**src/rtl/div_ctrl.sv**
```systemverilog
// Iterative restoring divider sequencer for the EX stage (DIV/DIVU/REM/REMU).
// Holds the pipeline via stallreq_o and presents quotient/remainder for one cycle with ready_o.
//
// state | meaning
// IDLE  | waiting for an accepted divide
// ON    | one restoring step per cycle, WIDTH cycles
// END   | results valid, ready_o pulses for one cycle
module div_ctrl #(
  parameter int WIDTH = 32
) (
  input  logic             clk,
  input  logic             rst,
  input  logic             start_i,
  input  logic             signed_i,
  input  logic [WIDTH-1:0] opv1,
  input  logic [WIDTH-1:0] opv2,
  input  logic             annul_i,
  output logic [WIDTH-1:0] quo_o,
  output logic [WIDTH-1:0] rem_o,
  output logic             ready_o,
  output logic             stallreq_o
);

  localparam int CW = $clog2(WIDTH) + 1;
  localparam logic [CW-1:0] LAST = CW'(WIDTH - 1);

  typedef enum logic [1:0] {IDLE, ON, END} state_t;

  state_t           r_state;
  state_t           w_nxt;
  logic [CW-1:0]    r_cnt;
  logic [WIDTH-1:0] r_rem;
  logic [WIDTH-1:0] r_quo;
  logic [WIDTH-1:0] r_dvs;
  logic             r_neg_q;
  logic             r_neg_r;

  logic             w_accept;
  logic             w_sign1;
  logic             w_sign2;
  logic [WIDTH-1:0] w_mag1;
  logic [WIDTH-1:0] w_mag2;
  logic             w_div0;
  logic             w_ovf;
  logic             w_last;
  logic [WIDTH:0]   w_shift;
  logic             w_ge;
  logic [WIDTH-1:0] w_rem_nx;
  logic [WIDTH-1:0] w_quo_nx;

  assign w_accept = (r_state == IDLE) && start_i && !annul_i;
  assign w_sign1  = signed_i & opv1[WIDTH-1];
  assign w_sign2  = signed_i & opv2[WIDTH-1];
  assign w_mag1   = w_sign1 ? -opv1 : opv1;
  assign w_mag2   = w_sign2 ? -opv2 : opv2;
  assign w_div0   = (opv2 == '0);
  assign w_ovf    = signed_i && (opv1 == {1'b1, {(WIDTH-1){1'b0}}}) && (&opv2);
  assign w_last   = (r_cnt == LAST);

  // The shifted partial remainder carries one extra bit so the compare cannot overflow.
  assign w_shift  = {r_rem, r_quo[WIDTH-1]};
  assign w_ge     = (w_shift >= {1'b0, r_dvs});
  assign w_rem_nx = w_ge ? (w_shift[WIDTH-1:0] - r_dvs) : w_shift[WIDTH-1:0];
  assign w_quo_nx = {r_quo[WIDTH-2:0], w_ge};

  always_ff @(posedge clk or negedge rst) begin
    if (!rst) r_state <= IDLE;
    else      r_state <= w_nxt;
  end

  always_comb begin
    w_nxt      = r_state;
    stallreq_o = 1'b0;
    ready_o    = 1'b0;
    case (r_state)
      IDLE: begin
        if (w_accept) begin
          stallreq_o = 1'b1;
          w_nxt      = (w_div0 || w_ovf) ? END : ON;
        end
      end
      ON: begin
        if (annul_i) begin
          w_nxt = IDLE;
        end else begin
          stallreq_o = 1'b1;
          if (w_last) w_nxt = END;
        end
      end
      END: begin
        ready_o = 1'b1;
        w_nxt   = IDLE;
      end
      default: w_nxt = IDLE;
    endcase
  end

  always_ff @(posedge clk or negedge rst) begin
    if (!rst) begin
      r_cnt   <= '0;
      r_rem   <= '0;
      r_quo   <= '0;
      r_dvs   <= '0;
      r_neg_q <= 1'b0;
      r_neg_r <= 1'b0;
      quo_o   <= '0;
      rem_o   <= '0;
    end else if (w_accept) begin
      r_cnt   <= '0;
      r_rem   <= '0;
      r_quo   <= w_mag1;
      r_dvs   <= w_mag2;
      r_neg_q <= w_sign1 ^ w_sign2;
      r_neg_r <= w_sign1;
      if (w_div0) begin
        quo_o <= '1;
        rem_o <= opv1;
      end else if (w_ovf) begin
        quo_o <= opv1;
        rem_o <= '0;
      end
    end else if (r_state == ON) begin
      if (annul_i) begin
        r_cnt <= '0;
      end else begin
        r_cnt <= r_cnt + CW'(1);
        r_rem <= w_rem_nx;
        r_quo <= w_quo_nx;
        // Outputs only change on completion so an annulled divide leaves them untouched.
        if (w_last) begin
          quo_o <= r_neg_q ? -w_quo_nx : w_quo_nx;
          rem_o <= r_neg_r ? -w_rem_nx : w_rem_nx;
        end
      end
    end
  end

endmodule
```
**config.mk**
```make
export PLATFORM = sky130hd
export DESIGN_NAME = div_ctrl
export DESIGN_NICKNAME = d
export VERILOG_FILES = /design/src/rtl/div_ctrl.sv
export SDC_FILE = /design/constraint.sdc
export NUM_CORES = 1
export LEC_CHECK = 0
export BUFFER_PORTS_ARGS = -buffer_cell sky130_fd_sc_hd__buf_2
export CAP_MARGIN = 20
export CELL_PAD_IN_SITES_DETAIL_PLACEMENT = 1
export CELL_PAD_IN_SITES_GLOBAL_PLACEMENT = 2
export CORE_UTILIZATION = 32
export DETAILED_ROUTE_END_ITERATION = 10
export PLACE_DENSITY = 0.76
export SLEW_MARGIN = 20
export SYNTH_ARGS = -nofsm -noshare
export SYNTH_HDL_FRONTEND = slang
export SYNTH_SLANG_ARGS = --single-unit
```
**constraint.sdc**
```tcl
create_clock -name clk -period 4.8 [get_ports clk]
set_clock_uncertainty 0.05 [all_clocks]
set_input_delay 0.72 -clock clk [delete_from_list [all_inputs] [get_ports clk]]
set_output_delay 0.72 -clock clk [all_outputs]
set_load 0.02 [all_outputs]
```
==> impl_metrics.csv <==
group,metric,value,unit
power,peakVddDrop,0.275,mV
layout,n_antenna_cell,0,
run_status,outcome,"completed",
logic_synthesis,ys_ff_latch,170,
worst_setup_path,path_common_cell,"nand2_1",
global_route,grt_util_met2,38.4,%
floorplanning,core_area,0.0378,mm²
logic_synthesis,ys.flop_type,"dfrtp_1",
clock_network,clkSlewWorstSetupHoldPaths,0.07,ns
detailed_routing,wirelength,47200,µm
floorplanning,dieArea,0.0393,mm²
timing,drv_slew,0,
worst_setup_path,startpoint_type,"flip-flop",
hold_path,hp-class,"input port to async pin",
placement,post-place-ws,0.186,ns
worst_setup_path,worst-path-max-fanout,7,
floorplanning,die_height,198,µm
layout,final_nets,1775,
timing,fin_ws,0.242,ns
clock_network,htreeDepth,4,
logic_synthesis,yosysTopAreaCell,"dfrtp_1",
layout,final_area,0.0143,mm²
detailed_routing,vias_per_cell,5.54,
worst_setup_path,critPathBufInv,2,
logic_synthesis,netlist_area,0.0123,mm²
logic_synthesis,postSynthNetCount,1663,
detailed_routing,wl_per_cell,21.5,µm
timing,worst_pin_slew,1.00,ns
clock_network,cts_tree,"yes",
detailed_routing,ant_nets,0,
detailed_routing,dr.pass1.iters,7,
global_route,grt_use_met1,33.9,%
worst_setup_path,slowest_stage,"o31a_2",
global_route,grt-busiest-layer,"met2",
worst_setup_path,end_kind,"flip-flop",
logic_synthesis,synth_fa_ha_area_share,4.02,%
floorplanning,die_w,198,µm
floorplanning,core.rowCount,71,
worst_setup_path,slowest_delay,0.43,ns
logic_synthesis,postSynthCellCount,1555,
worst_setup_path,critical_path_class,"flip-flop to flip-flop",
logic_synthesis,yosys.area_share.simple,21.7,%
logic_synthesis,synth_top_area_share,34.5,%
global_route,grtUsageMet3,4.14,%
placement,dpl_cell_area,0.0137,mm²
logic_synthesis,post-synth-top-count-cell,"nand2_1",
logic_synthesis,synth_edf_count,0,
logic_synthesis,synth.distinct_cells,80,
timing,final-setup-viol-count,0,
layout,area_growth_syn_to_layout,16.2,%
floorplanning,start_util,32.6,%
clock_network,clockBufferDepth,2,
logic_synthesis,avgSynthCellArea,7.93,µm²
detailed_routing,drcViolationCount,0,
flow_run,maxCapViolations,0,
timing,relSlewSlack,32.7,%
layout,drive_above_1_share,15.4,%
logic_synthesis,ys_warn_count,0,
logic_synthesis,synth_top_family_by_area,"compound AO/OA/AOI/OAI gates",
clock_network,clock_sinks,170,
global_route,grt_pass1_wl,73800,µm
timing,period_share,95.0,%
timing,hold_viol,0,
global_route,antenna_found_initial,3,
logic_synthesis,ys_async_sr_fraction,100,%
floorplanning,io_pins,135,
global_route,grt_max_degree,152,
clock_network,insertion_delay,0.46,ns
power,p_leak,6.41,nW
placement,port_buffers,134,
placement,placed_cells,2158,
timing,min_period,4.56,ns
logic_synthesis,yosys-top-cells-area,"dfrtp_1 (34%), nand2_1 (7.7%), xnor2_1 (5.8%)",
detailed_routing,dr_total_vias,12100,
timing,fmax,219,MHz
logic_synthesis,seq_area_frac_synth,34.5,%
worst_setup_path,path_cells,"ha_1 > buf_4 > nand2_1 > o21ai_0 > a21oi_1 > a31oi_2 > o31a_2 > clkinvlp_4 > ha_1 > nand2_1 > or2_2 > nor2_1 > nand2_1 > or2_2 > o21ai_1 > xor2_1 > nand2_1 > o21ai_0 > a31oi_1",
power,p_per_area,338,mW/mm²
timing,setup_tns,0,ns
clock_network,root_buffer,"clkbuf_16",
layout,layout.cells.non_filler,2191,
logic_synthesis,yosys-top-cells-count,"nand2_1 (253), dfrtp_1 (170), nor2_1 (152), o21ai_0 (136), a21oi_1 (93)",
worst_setup_path,cp_top_family,"compound AO/OA/AOI/OAI gates",
placement,dp.final_hpwl,34800,µm
global_route,grt_pass1_vias,12500,
global_route,gr-total-overflow,0,
global_route,grt_use_total,24.6,%
detailed_routing,drtIter0Drc,775,
logic_synthesis,synthXorXnorAreaFrac,9.87,%
power,p_total,4.85,mW
clock_network,cts_inserted_buffers,17,
placement,place.gp.congestion,0.891,
worst_setup_path,required,5.04,ns
logic_synthesis,synth-compound-area-share,22.8,%
logic_synthesis,synth.area.mux_share,2.31,%
worst_setup_path,arrival,4.80,ns
## worst register-to-register path: stages, from the launching register on
cell	delay, ns
dfrtp_1	0.42
ha_1	0.38
buf_4	0.18
nand2_1	0.12
o21ai_0	0.16
a21oi_1	0.24
a31oi_2	0.16
o31a_2	0.43
clkinvlp_4	0.17
ha_1	0.23
nand2_1	0.16
or2_2	0.39
nor2_1	0.22
nand2_1	0.10
or2_2	0.34
o21ai_1	0.16
xor2_1	0.16
nand2_1	0.06
o21ai_0	0.15
a31oi_1	0.12
## registers in the layout (all words and copies together), names as in the netlist
| name | count |
|---|---|
| r_state | 2 |
| r_neg_r | 1 |
| quo_o | 32 |
| r_dvs | 32 |
| rem_o | 32 |
| r_neg_q | 1 |
| r_quo | 32 |
| r_rem | 32 |
| r_cnt | 6 |
## layout by cell type, fill, tap and decap left out, types with 12 or more instances in the layout
| cell | n |
|---|---|
| buf_4 | 47 |
| ha_1 | 37 |
| xnor2_1 | 81 |
| mux2i_1 | 24 |
| nor3_1 | 32 |
| o22ai_1 | 15 |
| nor4_1 | 13 |
| a21o_1 | 12 |
| xor2_1 | 58 |
| o31ai_1 | 23 |
| inv_1 | 52 |
| nand4_1 | 27 |
| nand3_1 | 19 |
| o211ai_1 | 15 |
| a21oi_1 | 92 |
| clkbuf_16 | 17 |
| nand2_1 | 252 |
| a31oi_1 | 55 |
| buf_2 | 133 |
| nor2_1 | 151 |
| or3_1 | 14 |
| dfrtp_1 | 169 |
| o21ai_0 | 134 |
## cell families (layout without fill, tap and decap cells)
family                     count (synthesis)  after routing
and+or+nand+nor                          586            586
AOI/OAI and AO/OA                        447            447
DFF                                      170            170
adders and majority gates                 39             39
xor gates and xnor gates                 139            139
muxes                                     28             28
buffers and inverters                    146            271
## cell type report
class                           count  area [µm²]
Multi-Input combinational cell   1239        7530
Timing Repair Buffer              185        1110
Sequential cell                   170        4260
Fill cell                        4682       23500
Clock inverter                      9        83.8
Tap cell                          511         639
Clock buffer                       23         508
Inverter                           54         208
## routing by layer
layer | wire (µm) | vias up
li1 | - | 5764
met1 | 22500 | 6024
met2 | 21100 | 276
met3 | 2000 | 71
met4 | 1500 | 4
met5 | 16 | -
## through the flow
stage                     hold WS, ns  utilization (%)
final                           0.329             37.9
after floorplan                 0.374                -
after CTS                       0.365             37.8
after detailed placement        0.420             36.2
after global routing            0.411             37.9
after global placement          0.407             36.2
## power by group
part           leakage [nW]  internal [mW]  switching (mW)
Sequential             2.24           1.58           0.185
Clock                 0.296          0.799           0.644
Combinational          3.87          0.614            1.03
Total                  6.41           2.99            1.86
## timing repair
action                                  4_1_cts  5_1_grt
buffers inserted                              0        1
resized for setup                             0        9
hold buffers                                  0        0
endpoints found under the setup margin        0       12
## worst paths after layout
kind                       cells past startpoint                    end  slack, ns                   from
max                                           19  quo_o[28]$_DFFE_PN0P_       0.24  r_rem[15]$_DFFE_PN0P_
min                                            1  quo_o[14]$_DFFE_PN0P_       0.33                    rst
max reg2reg                                   19  quo_o[28]$_DFFE_PN0P_       0.24  r_rem[15]$_DFFE_PN0P_
min reg2reg                                    2  quo_o[26]$_DFFE_PN0P_       0.43  quo_o[26]$_DFFE_PN0P_
max in group asynchronous                      2  r_dvs[17]$_DFFE_PN0P_       3.30                    rst
min in group clk                               2  quo_o[26]$_DFFE_PN0P_       0.43  quo_o[26]$_DFFE_PN0P_
(Power assumes the default switching activity.)
